--- src/rtl/fp_normalize_round_pkg.sv ---
// Shared definitions for the floating-point post-add normalise/round stage:
// rounding-mode encoding, default format widths and the round-increment rule.
package definitions;

    typedef enum logic {
        RND_RNE = 1'b0,
        RND_RTZ = 1'b1
    } rnd_mode_t;

    localparam int FP_EXP_W = 8;
    localparam int FP_MNT_W = 23;

    // Decide whether the kept fraction is incremented, given its lsb and G/R/S.
    function automatic logic round_up(
        input rnd_mode_t mode,
        input logic      lsb,
        input logic      g,
        input logic      r,
        input logic      s
    );
        case (mode)
            RND_RNE: round_up = g & (r | s | lsb);
            RND_RTZ: round_up = 1'b0;
            default: round_up = 1'b0;
        endcase
    endfunction

endpackage

--- src/rtl/fp_normalize_round_shifter.sv ---
// Leading-one detector plus the two normalising shifts of the raw sum.
// shl_o moves the leading one up to the hidden position (bit W-2); it is only
// meaningful when the carry bit is clear. shr_o is the one-place right shift
// used when the carry bit is set, with the dropped bit folded into sticky.
// Both outputs omit the carry position, which is always zero once normalised.
module lead_one_shifter #(
    parameter  int W     = 28,
    localparam int IDX_W = $clog2(W)
) (
    input  logic [W-1:0]     mnt_i,
    output logic [IDX_W-1:0] lead_idx_o,
    output logic [W-2:0]     shl_o,
    output logic [W-2:0]     shr_o
);

    logic [IDX_W-1:0] shamt;

    // Highest set bit wins because later loop iterations overwrite earlier ones.
    always_comb begin
        lead_idx_o = '0;
        for (int i = 0; i < W; i++) begin
            lead_idx_o = mnt_i[i] ? IDX_W'(i) : lead_idx_o;
        end
    end

    // Left-shift distance that brings the leading one to the hidden position.
    always_comb begin
        if (lead_idx_o < IDX_W'(W - 2)) begin
            shamt = IDX_W'(W - 2) - lead_idx_o;
        end else begin
            shamt = '0;
        end
    end

    // Both candidate normalised mantissas; the caller selects on the carry bit.
    always_comb begin
        shl_o = mnt_i[W-2:0] << shamt;
        shr_o = {mnt_i[W-1:2], mnt_i[1] | mnt_i[0]};
    end

endmodule

--- src/rtl/fp_normalize_round.sv ---
// Post-add stage of the FP adder: normalise the raw sum (S1), then round,
// detect overflow/underflow and pack the result (S2). Two-entry elastic
// pipeline with valid/ready on both sides; results leave in order.
module fp_normalize_round
    import definitions::*;
#(
    parameter  int EXP_W = FP_EXP_W,
    parameter  int MNT_W = FP_MNT_W,
    parameter  int DST_W = 4,
    localparam int M     = MNT_W + 5
) (
    input  logic             clk,
    input  logic             reset,
    input  logic             in_valid,
    output logic             in_ready,
    input  logic             in_sign,
    input  logic             in_flip,
    input  logic             in_op,
    input  logic [EXP_W-1:0] in_exp,
    input  logic [M-1:0]     in_mnt,
    input  logic             in_rnd,
    input  logic [DST_W-1:0] in_dst,
    output logic             out_valid,
    input  logic             out_ready,
    output logic             out_sign,
    output logic [EXP_W-1:0] out_exp,
    output logic [MNT_W-1:0] out_frac,
    output logic [DST_W-1:0] out_dst,
    output logic             out_ovf,
    output logic             out_unf
);

    // Two extra exponent bits so the adjusted exponent never wraps:
    // the MSB acts as a sign bit for values that went to zero or below.
    localparam int            EW       = EXP_W + 2;
    localparam int            IDX_W    = $clog2(M);
    localparam logic [EW-1:0] NORM_POS = EW'(M - 2);
    localparam logic [EW-1:0] EXP_TOP  = EW'((1 << EXP_W) - 1);

    // S1 payload: normalised mantissa (hidden..S) and adjusted exponent.
    // A normalised nonzero value always has the hidden bit set, so a clear
    // hidden bit marks an exactly-zero sum.
    typedef struct packed {
        logic            sign;
        rnd_mode_t       rnd;
        logic [EW-1:0]   exp;
        logic [M-2:0]    mnt;
        logic [DST_W-1:0] dst;
    } s1_t;

    // S2 payload: the packed result exactly as presented on the outputs.
    typedef struct packed {
        logic             sign;
        logic [EXP_W-1:0] exp;
        logic [MNT_W-1:0] frac;
        logic             ovf;
        logic             unf;
        logic [DST_W-1:0] dst;
    } s2_t;

    logic             s1_valid_q, s1_valid_d;
    logic             s2_valid_q, s2_valid_d;
    s1_t              s1_q, s1_d;
    s2_t              s2_q, s2_d;
    s2_t              res;

    logic             s1_advance;
    logic             s2_advance;

    logic [IDX_W-1:0] lead_idx;
    logic [M-2:0]     mnt_shl;
    logic [M-2:0]     mnt_shr;
    logic [EW-1:0]    exp_ext;
    logic [EW-1:0]    idx_ext;

    logic             inc;
    logic             frac_carry;
    logic [MNT_W-1:0] frac_rnd;
    logic [EW-1:0]    exp_rnd;
    logic             is_zero;
    logic             ovf_cond;
    logic             unf_cond;

    lead_one_shifter #(
        .W (M)
    ) u_shifter (
        .mnt_i      (in_mnt),
        .lead_idx_o (lead_idx),
        .shl_o      (mnt_shl),
        .shr_o      (mnt_shr)
    );

    // Elastic handshake: S2 moves when empty or drained, S1 follows S2.
    always_comb begin
        s2_advance = !s2_valid_q | out_ready;
        s1_advance = s2_advance;
        in_ready   = !reset & (!s1_valid_q | s1_advance);
    end

    // Stage 1: capture the transaction with its normalised mantissa and exponent.
    always_comb begin
        exp_ext    = {2'b00, in_exp};
        idx_ext    = EW'(lead_idx);
        s1_d       = s1_q;
        s1_valid_d = s1_valid_q;
        if (in_ready) begin
            s1_valid_d = in_valid;
            if (in_valid) begin
                s1_d.sign = in_sign ^ (in_flip & in_op);
                s1_d.rnd  = rnd_mode_t'(in_rnd);
                s1_d.exp  = exp_ext + idx_ext - NORM_POS;
                s1_d.mnt  = in_mnt[M-1] ? mnt_shr : mnt_shl;
                s1_d.dst  = in_dst;
            end else begin
                s1_d = s1_q;
            end
        end else begin
            s1_valid_d = s1_valid_q;
        end
    end

    // Stage 2 datapath: round, renormalise on carry-out, classify and pack.
    always_comb begin
        is_zero = ~s1_q.mnt[M-2];
        inc     = round_up(s1_q.rnd, s1_q.mnt[3], s1_q.mnt[2], s1_q.mnt[1], s1_q.mnt[0]);
        // Carry out of the fraction also carries out of the (set) hidden bit.
        {frac_carry, frac_rnd} = {1'b0, s1_q.mnt[M-3:3]} + {{MNT_W{1'b0}}, inc};
        exp_rnd  = s1_q.exp + (frac_carry ? EW'(1) : EW'(0));
        ovf_cond = !exp_rnd[EW-1] & (exp_rnd >= EXP_TOP);
        unf_cond = exp_rnd[EW-1] | (exp_rnd == '0);

        res      = '0;
        res.dst  = s1_q.dst;
        if (is_zero) begin
            res.sign = 1'b0;
        end else if (ovf_cond) begin
            res.sign = s1_q.sign;
            res.ovf  = 1'b1;
            if (s1_q.rnd == RND_RTZ) begin
                res.exp  = {{(EXP_W-1){1'b1}}, 1'b0};
                res.frac = '1;
            end else begin
                res.exp  = '1;
                res.frac = '0;
            end
        end else if (unf_cond) begin
            res.sign = s1_q.sign;
            res.unf  = 1'b1;
        end else begin
            res.sign = s1_q.sign;
            res.exp  = exp_rnd[EXP_W-1:0];
            res.frac = frac_rnd;
        end
    end

    // Stage 2 load: take the S1 result when advancing, otherwise hold stable.
    always_comb begin
        s2_d       = s2_q;
        s2_valid_d = s2_valid_q;
        if (s2_advance) begin
            s2_valid_d = s1_valid_q;
            if (s1_valid_q) begin
                s2_d = res;
            end else begin
                s2_d = s2_q;
            end
        end else begin
            s2_valid_d = s2_valid_q;
        end
    end

    // Pipeline registers; reset discards anything in flight.
    always_ff @(posedge clk) begin
        if (reset) begin
            s1_valid_q <= 1'b0;
            s2_valid_q <= 1'b0;
            s1_q       <= '0;
            s2_q       <= '0;
        end else begin
            s1_valid_q <= s1_valid_d;
            s2_valid_q <= s2_valid_d;
            s1_q       <= s1_d;
            s2_q       <= s2_d;
        end
    end

    assign out_valid = s2_valid_q;
    assign out_sign  = s2_q.sign;
    assign out_exp   = s2_q.exp;
    assign out_frac  = s2_q.frac;
    assign out_ovf   = s2_q.ovf;
    assign out_unf   = s2_q.unf;
    assign out_dst   = s2_q.dst;

endmodule

--- config.mk ---
export PLATFORM = sky130hd
export DESIGN_NAME = fp_normalize_round
export DESIGN_NICKNAME = d
export VERILOG_FILES = /design/src/rtl/fp_normalize_round_pkg.sv /design/src/rtl/fp_normalize_round_shifter.sv /design/src/rtl/fp_normalize_round.sv
export SDC_FILE = /design/constraint.sdc
export NUM_CORES = 1
export LEC_CHECK = 0
export CORE_MARGIN = 3
export CORE_UTILIZATION = 60
export DETAILED_ROUTE_END_ITERATION = 10
export PLACE_DENSITY = 0.95
export SLEW_MARGIN = 20
export SYNTH_ARGS = -nofsm -noshare
export SYNTH_HDL_FRONTEND = slang
export SYNTH_SLANG_ARGS = --single-unit
--- constraint.sdc ---
create_clock -name clk -period 6.7 [get_ports clk]
set_input_delay 1.675 -clock clk [delete_from_list [all_inputs] [get_ports clk]]
set_output_delay 1.675 -clock clk [all_outputs]
set_load 0.05 [all_outputs]
After elaboration in Yosys (flattened, before gate mapping):

Index checks and enable logic that the tools add are counted.

* memory bits (read-only): 0
* register bits after elaboration: 83
* memories kept: 0
* RAM bits: 0
* output and inout bits: 40
* bits in latches: 0

* muxes and demuxes: 39
* bitwise logic cells: 12
* $lt $le $gt $ge: 2
* shift operators: 1
* eq/ne operators: 0
* $add $sub $neg: 5
* $mul: 0
* divide/modulo/power cells: 0
* reductions and logical operators: 7

Operators with widths (number)
* $mux 5: 27
* $mux 31: 2
* $mux 33: 1
* $mux 27: 1
* $shl 27x5->27: 1
* $add 23x1->24: 1
* $mux 24: 1
* $add 10x1->10: 1
* $ge 10x8->1 const B: 1
* $logic_not 10->1: 1
* $sub 9x5->10 const B: 1
* $add 8x5->9: 1
* $mux 1: 6
* $or 1x1->1: 6
* $lt 5x5->1 const B: 1
* $sub 5x5->5 const A: 1
* $and 1x1->1: 4
* $logic_not 1->1: 4
* $reduce_and 2->1: 2
* $pmux 1 s2: 1
* $not 1->1: 1
* $xor 1x1->1: 1

Depth between registers and ports, before layout:

Gate-level depths: netlist of the first run.

* depth after elaboration: 31
* gate-level depth with buffers: 21
* depth with buffers taken out: 19

Modules after synthesis:

A second synthesis of the first run with hierarchy kept.

* cell total of the unflattened synthesis: 873
* area, all modules: 6515.0 µm²

By module, submodules not included
* fp_normalize_round: area each 4509.3 µm², cells each 542, instances 1, sequential area each 1661.6 µm²
* lead_one_shifter: area each 2005.7 µm², cells each 331, instances 1, sequential area each 0.0 µm²

Worst setup path after synthesis of the first run:

Ideal clock, no wire load.

* path type: input port to flip-flop
* from: input in_mnt[8]
* to: register s1_q[24] in the netlist's numbering
* path buffers: 2
* stages: 19
* required time: 6.572 ns
* data arrival time: 4.738 ns
* library setup time: 0.128 ns
* slack: 1.835 ns
* path through: nor3b_1 -> nor3_2 -> a21oi_1 -> nor2_1 -> nor2_1 -> nor2_1 -> o311ai_0 -> a211o_1 -> inv_1 -> ha_1 -> o31ai_1 -> nor3b_2 -> buf_4 -> buf_6 -> mux2i_1 -> mux2i_1 -> mux2_2 -> a221oi_1 -> a21oi_1

* longest elaborated chain between the ends: 24

Ends and longest elaborated chain
* start, declared: RTL line fp_normalize_round.sv:20 `input logic [M-1:0] in_mnt,`
* $mux 5 (20 in series): RTL line fp_normalize_round_shifter.sv:22 `lead_idx_o = mnt_i[i] ? IDX_W'(i) : lead_idx_o;`
* $sub 5x5->5 / $lt 5x5->1 (equally long branches): RTL line fp_normalize_round_shifter.sv:29, fp_normalize_round_shifter.sv:28
* $mux 5: RTL line fp_normalize_round_shifter.sv:28 `if (lead_idx_o < IDX_W'(W - 2)) begin`
* $shl 27x5->27 *: RTL line fp_normalize_round_shifter.sv:37 `shl_o = mnt_i[W-2:0] << shamt;`
* $mux 27 *: RTL line fp_normalize_round.sv:112 `s1_d.mnt = in_mnt[M-1] ? mnt_shr : mnt_shl;`
* end signal, assigned: RTL line fp_normalize_round.sv:177 `s1_q <= '0;`
* end signal, assigned: RTL line fp_normalize_round.sv:182 `s1_q <= s1_d;`
* end, declared: RTL line fp_normalize_round.sv:63 `s1_t s1_q, s1_d;`

Every way passes the cells marked *; elsewhere a longest branch is shown, timed or not.
A chain may end at the register's enable or synchronous reset.

Final worst setup path of the first run:

* from: input in_mnt[8]
* to: register s1_q[27] in the netlist's numbering

Same word-level chain as after synthesis.

==> results of run 1 <==
-- cell families (layout without fill, tap and decap cells) --
kind of cell | Yosys count | in the layout | synth area share (%)
xor+xnor | 34 | 34 | 4.77
compound gates | 234 | 234 | 25.6
mux | 56 | 56 | 9.79
flops | 83 | 83 | 26.6
fa+ha+maj | 21 | 21 | 4.33
simple gates | 287 | 287 | 22.7
buf+inv | 80 | 147 | 6.16
-- critical path: stages --
cell and delay, ps:
clkdlybuf4s50_1 550, nor3b_1 310, nor3_2 90, a21oi_1 190
nor2_1 60, nor2_1 90, nor2_1 40, o311ai_0 320
a211o_1 240, inv_1 60, ha_1 210, o31ai_1 110
nor3b_4 290, buf_12 240, mux2i_1 320, nand3_1 150
o2bb2ai_1 150, o211a_1 160, a32o_1 260, a211oi_1 300
o21ai_1 100
-- state kept, by name (all words and copies together), names as in the netlist --
register	cells
out_dst	4
out_unf	1
s1_q	39
out_ovf	1
out_sign	1
out_valid	1
res	4
s1_valid_q	1
out_exp	8
out_frac	23
-- path summary, 6_finish.rpt --
check / slack (ps) / cells past startpoint / end
setup / recovery: 990 / 21 / s1_q[27]
hold reg to reg: 460 / 2 / out_dst[1]
hold / removal: 460 / 2 / out_dst[1]
setup reg to reg: 1440 / 18 / out_frac[8]
-- per-layer routing --
metal | GRT usage, % | up-vias | routed length (um)
met5 | 0 | - | 0
met4 | 14.8 | 0 | 767
met3 | 6.33 | 60 | 1440
met2 | 53.3 | 344 | 8780
met1 | 40.7 | 2992 | 7760
li1 | - | 3033 | -
-- cells in the final DEF (no fill, tap or decap), types with 6 or more instances in the layout --
master,instances
nand4_1,8
clkbuf_8,9
mux2_2,10
nor4_1,7
inv_1,26
o21ai_0,48
clkdlybuf4s50_1,87
o21a_1,6
buf_4,17
a22oi_1,30
nand3_1,35
a21oi_1,57
xor2_1,24
nor3_1,16
xnor2_1,10
a221oi_1,9
mux2i_1,43
and3_1,9
a31oi_1,7
dfxtp_1,83
nor2_1,80
o21ai_1,10
ha_1,20
a211oi_1,11
nand2_1,87
-- per-stage QoR --
step / util, % / setup WS (ps) / power, uW
global route: 74.1 / 656 / 1510
finish: 74.1 / 992 / 1450
CTS: 74.1 / 1040 / 1440
floorplan: - / 1830 / 880
detailed placement: 71.7 / 647 / 1020
global placement: 71.7 / 696 / 1020
-- final cells by class --
type	instances	area, sq um	area share [%]
inverter	26	97.6	1.32
timing repair buffer	105	1020	13.8
sequential	83	1660	22.5
clock inverter	4	98.8	1.34
multi-input combinational	632	4200	56.9
clock buffer	12	135	1.83
tap	133	166	2.26
-- where the power goes --
| part | switching (uW) | internal [uW] | leakage [uW] | total (uW) |
|---|---|---|---|---|
| Sequential | 37.9 | 528 | 0.000681 | 566 |
| Clock | 176 | 249 | 0.000115 | 424 |
| Combinational | 278 | 180 | 0.00203 | 458 |
| Total | 491 | 957 | 0.00282 | 1450 |
==> impl_metrics.json, run 1 <==
{
  "cts-buffers-inserted": 9,
  "ys_seq_elements": 83,
  "drive_gt1_share_pct": 8.12,
  "cts_setup_buffers": 0,
  "grt_max_degree": 54,
  "diodes": 0,
  "die_h_um": 108,
  "ys_top_cells_by_count": "87 x nand2_1, 83 x dfxtp_1, 80 x nor2_1",
  "hold_buffers": 0,
  "drt_iter0_markers": 625,
  "synth_cells": 795,
  "path_class": "input pin to flip-flop",
  "startpoint_type": "input pin",
  "fin_crit_sh_pct": 85.2,
  "rows": 36,
  "synth.most_common_cell": "nand2_1",
  "stdcell_area_sq_um": 7380,
  "drt_pass1_iterations": 5,
  "dp.cells": 979,
  "crit_path_start": "in_mnt[8]",
  "synth_top_area_share_pct": 26.6,
  "final_nets": 926,
  "die_area_sq_um": 11700,
  "synth_ff_type": "dfxtp_1",
  "via_count": 6429,
  "yosysTopAreaCell": "dfxtp_1",
  "synth_cell_types": 83,
  "ios": 88,
  "finalCriticalPeriod_ps": 5710,
  "rsz0062_at_grt": "no",
  "required_ps": 6920,
  "clk_pin_slew_worst_paths_ps": 80,
  "drc": 0,
  "grt_overflow": 0,
  "synth-seq-area-share_pct": 26.6,
  "setup_viol": 0,
  "synth_area_leaders": "dfxtp_1 27%, mux2i_1 6.9%, nand2_1 5.2%, nor2_1 4.8%, a21oi_1 4.6%",
  "grt_pass1_wl_um": 30100,
  "grt_pass1_vias": 5957,
  "worstPathMaxFanout": 30,
  "port_buffers": 87,
  "start_util_pct": 62.7,
  "power_density_nw_per_um2": 196,
  "vias_per_cell": 6.46,
  "wl_per_cell_um": 18.8,
  "hold_slack_ps": 457,
  "irDropWorstVdd_uv": 135,
  "insertion_delay_ps": 360,
  "ctsResizeCount": 0,
  "cts_tree": "yes",
  "coreArea_sq_um": 9950,
  "hold_start": "out_dst[1]",
  "clockBufferDepth": 2,
  "synth_edf_count": 0,
  "r2r-start": "s1_q[7]",
  "synthesis.nets": 864,
  "end_kind": "flip-flop",
  "status": "finished, final reports clean",
  "antenna_found_initial": 0,
  "relSlewSlack_pct": 39.4,
  "die_w_um": 108,
  "finalHoldViolations": 0,
  "power.leakage_uw": 0.00282,
  "dpl_cell_area_sq_um": 7140,
  "fmax_mhz": 175,
  "crit_arrival_ps": 5930,
  "wirelength_um": 18700,
  "synthArstFlopShare_pct": 0,
  "ant_nets": 0,
  "skew_ps": 13.0,
  "avgSynthCellArea_sq_um": 7.85,
  "cts_sinks": 83,
  "slew_viol_final": 0,
  "syn_to_final_growth_pct": 18.3,
  "place_congestion": 0.986,
  "tightest_slew_ps": 910,
  "cap_viol_max_count": 0,
  "yosys_warnings": 0,
  "root_buffer": "clkbuf_8",
  "instances_no_fill": 995,
  "track_usage_pct": 32.3,
  "hpwl_um": 14100,
  "n_fill_cell": 754,
  "htreeDepth": 3,
  "tns_ps": 0,
  "holdCritPathClass": "flip-flop to flip-flop",
  "syn-cell-area_sq_um": 6240
}
Note: power is estimated with default switching activity, not from simulation.
==> run 2: changes to the inputs <==
Settings changed: PLACE_DENSITY 0.95 to 0.91, SLEW_MARGIN 20 to 10.
==> run 2 against run 1 <==
Against the previous run:
- cell area fell by 0.47%
- non-clock buffer count is the same
- fmax decreased by 4.4%
- clock skew about the same
- via count is 3.3% higher
- clock power fell by 11%
- cell count unchanged
- critical path depth fell by 2
- sequential power about the same
- flip-flop and latch count unchanged
- wire length increased by 9.7%
- largest cell class unchanged
- highest routed layer unchanged
==> impl_metrics.json, run 2 (synthesized netlist as in run 1, its figures left out) <==
{
  "status": "finished, final reports clean",
  "power.leakage_uw": 0.00281,
  "diodes": 0,
  "drt_iter0_markers": 807,
  "fmax_mhz": 168,
  "hold_depth": 2,
  "largest_register": "s1_q",
  "finalCriticalPeriod_ps": 5970,
  "root_buffer": "clkbuf_8",
  "ant_nets": 0,
  "cts_sinks": 83,
  "syn_to_final_growth_pct": 17.7,
  "hpwl_um": 15100,
  "timing.rr.end": "out_frac[10]",
  "wl_per_cell_um": 20.7,
  "cts_setup_buffers": 0,
  "antenna_found_initial": 0,
  "die_area_sq_um": 11700,
  "hold_buffers": 0,
  "r2r.worst_path.cells": 18,
  "n_fill_cell": 729,
  "irDropWorstVdd_uv": 127,
  "hold_start": "res[3]",
  "cts_tree": "yes",
  "instances_no_fill": 995,
  "wl_met1_um": 8120,
  "highest_layer": "met4",
  "grt_pass1_wl_um": 32500,
  "fin_crit_sh_pct": 89.1,
  "wl_met3_um": 1780,
  "hold_path_end": "res[3]",
  "finalHoldViolations": 0,
  "reg2reg_slack_ps": 1160,
  "dr_wl_met2_um": 9750,
  "vias_per_cell": 6.67,
  "start_util_pct": 62.7,
  "relSlewSlack_pct": 23.2,
  "worstPathMaxFanout": 20,
  "grt_overflow": 0,
  "end_kind": "flip-flop",
  "largest_reg_flops": 39,
  "crit_path_start": "in_mnt[8]",
  "final_nets": 926,
  "htreeDepth": 3,
  "port_buffers": 87,
  "grt_max_degree": 54,
  "holdCritPathClass": "flip-flop to flip-flop",
  "wirelength_um": 20600,
  "tns_ps": 0,
  "power_density_nw_per_um2": 192,
  "r2r-start": "s1_q[7]",
  "dp.cells": 979,
  "cts-buffers-inserted": 9,
  "tightest_slew_ps": 1150,
  "place_congestion": 1.00,
  "ctsResizeCount": 0,
  "rows": 36,
  "clk_pin_slew_worst_paths_ps": 90,
  "via_count": 6638,
  "crit_arrival_ps": 6210,
  "grt_pass1_vias": 6309,
  "coreArea_sq_um": 9950,
  "final_cell_mix": "87 x nand2_1, 87 x clkdlybuf4s50_1, 83 x dfxtp_1",
  "die_h_um": 108,
  "required_ps": 6940,
  "clockBufferDepth": 2,
  "insertion_delay_ps": 370,
  "cap_viol_max_count": 0,
  "ios": 88,
  "rsz0062_at_grt": "no",
  "track_usage_pct": 35.1,
  "slew_viol_final": 0,
  "die_w_um": 108,
  "skew_ps": 12.7,
  "setup_viol": 0,
  "drt_pass1_iterations": 6,
  "drc": 0,
  "drive_gt1_share_pct": 8.47,
  "path_class": "input pin to flip-flop",
  "startpoint_type": "input pin"
}
## run 2: through the flow
step / total power, uW / area, sq um / setup slack, ps / hold slack, ps / util, %
5_1_grt: 1470 / 7340 / 530 / 484 / 73.7
6_report: 1410 / 7340 / 732 / 464 / 73.7
3_3_place_gp: 1020 / 7130 / 507 / 438 / 71.6
2_1_floorplan: 880 / 6240 / 1830 / 432 / -
3_5_place_dp: 1030 / 7130 / 474 / 448 / 71.6
4_1_cts: 1400 / 7340 / 841 / 461 / 73.7
## run 2: critical path, stage by stage
cell and delay (ps):
clkdlybuf4s50_1 550, nor3b_1 330, nor3_2 100, a21oi_1 150, nor2_1 70, nor2_1 110, nor2_1 40, o311ai_0 330
a211o_1 240, inv_1 60, ha_1 220, o31ai_1 120, nor3b_4 270, buf_4 330, mux2i_1 520, nor2_1 80
a211o_1 380, a221oi_1 520, nor2_1 80
## run 2: power breakdown
part / switching, uW / leakage, uW / total [uW] / internal [uW]
clock: 183 / 0.000106 / 377 / 194
sequential: 39.8 / 0.000681 / 568 / 528
combinational: 288 / 0.00202 / 468 / 180
## run 2: layout make-up
class	count	area (sq um)	area share [%]
Clock buffer	11	151	2.06
Sequential cell	83	1660	22.6
Inverter	26	97.6	1.33
Timing Repair Buffer	105	1010	13.7
Clock inverter	5	60.1	0.818
Multi-Input combinational cell	632	4200	57.2
Tap cell	133	166	2.27
## run 2: routing by layer
layer	track usage, %	up-vias
li1	-	3034
met1	44.2	3086
met2	57.7	443
met3	6.03	75
met4	18.3	0
met5	0	-
## run 2: how the worst max path moves through the flow
stage | slack, ps | depth (start not counted) | end
6_report | 730 | 19 | s1_q[8]
2_1_floorplan | 1830 | 19 | s1_q[24]
3_5_place_dp | 470 | 21 | s1_q[21]
5_1_grt | 530 | 19 | s1_q[8]
3_3_place_gp | 510 | 19 | s1_q[10]
4_1_cts | 840 | 21 | s1_q[21]
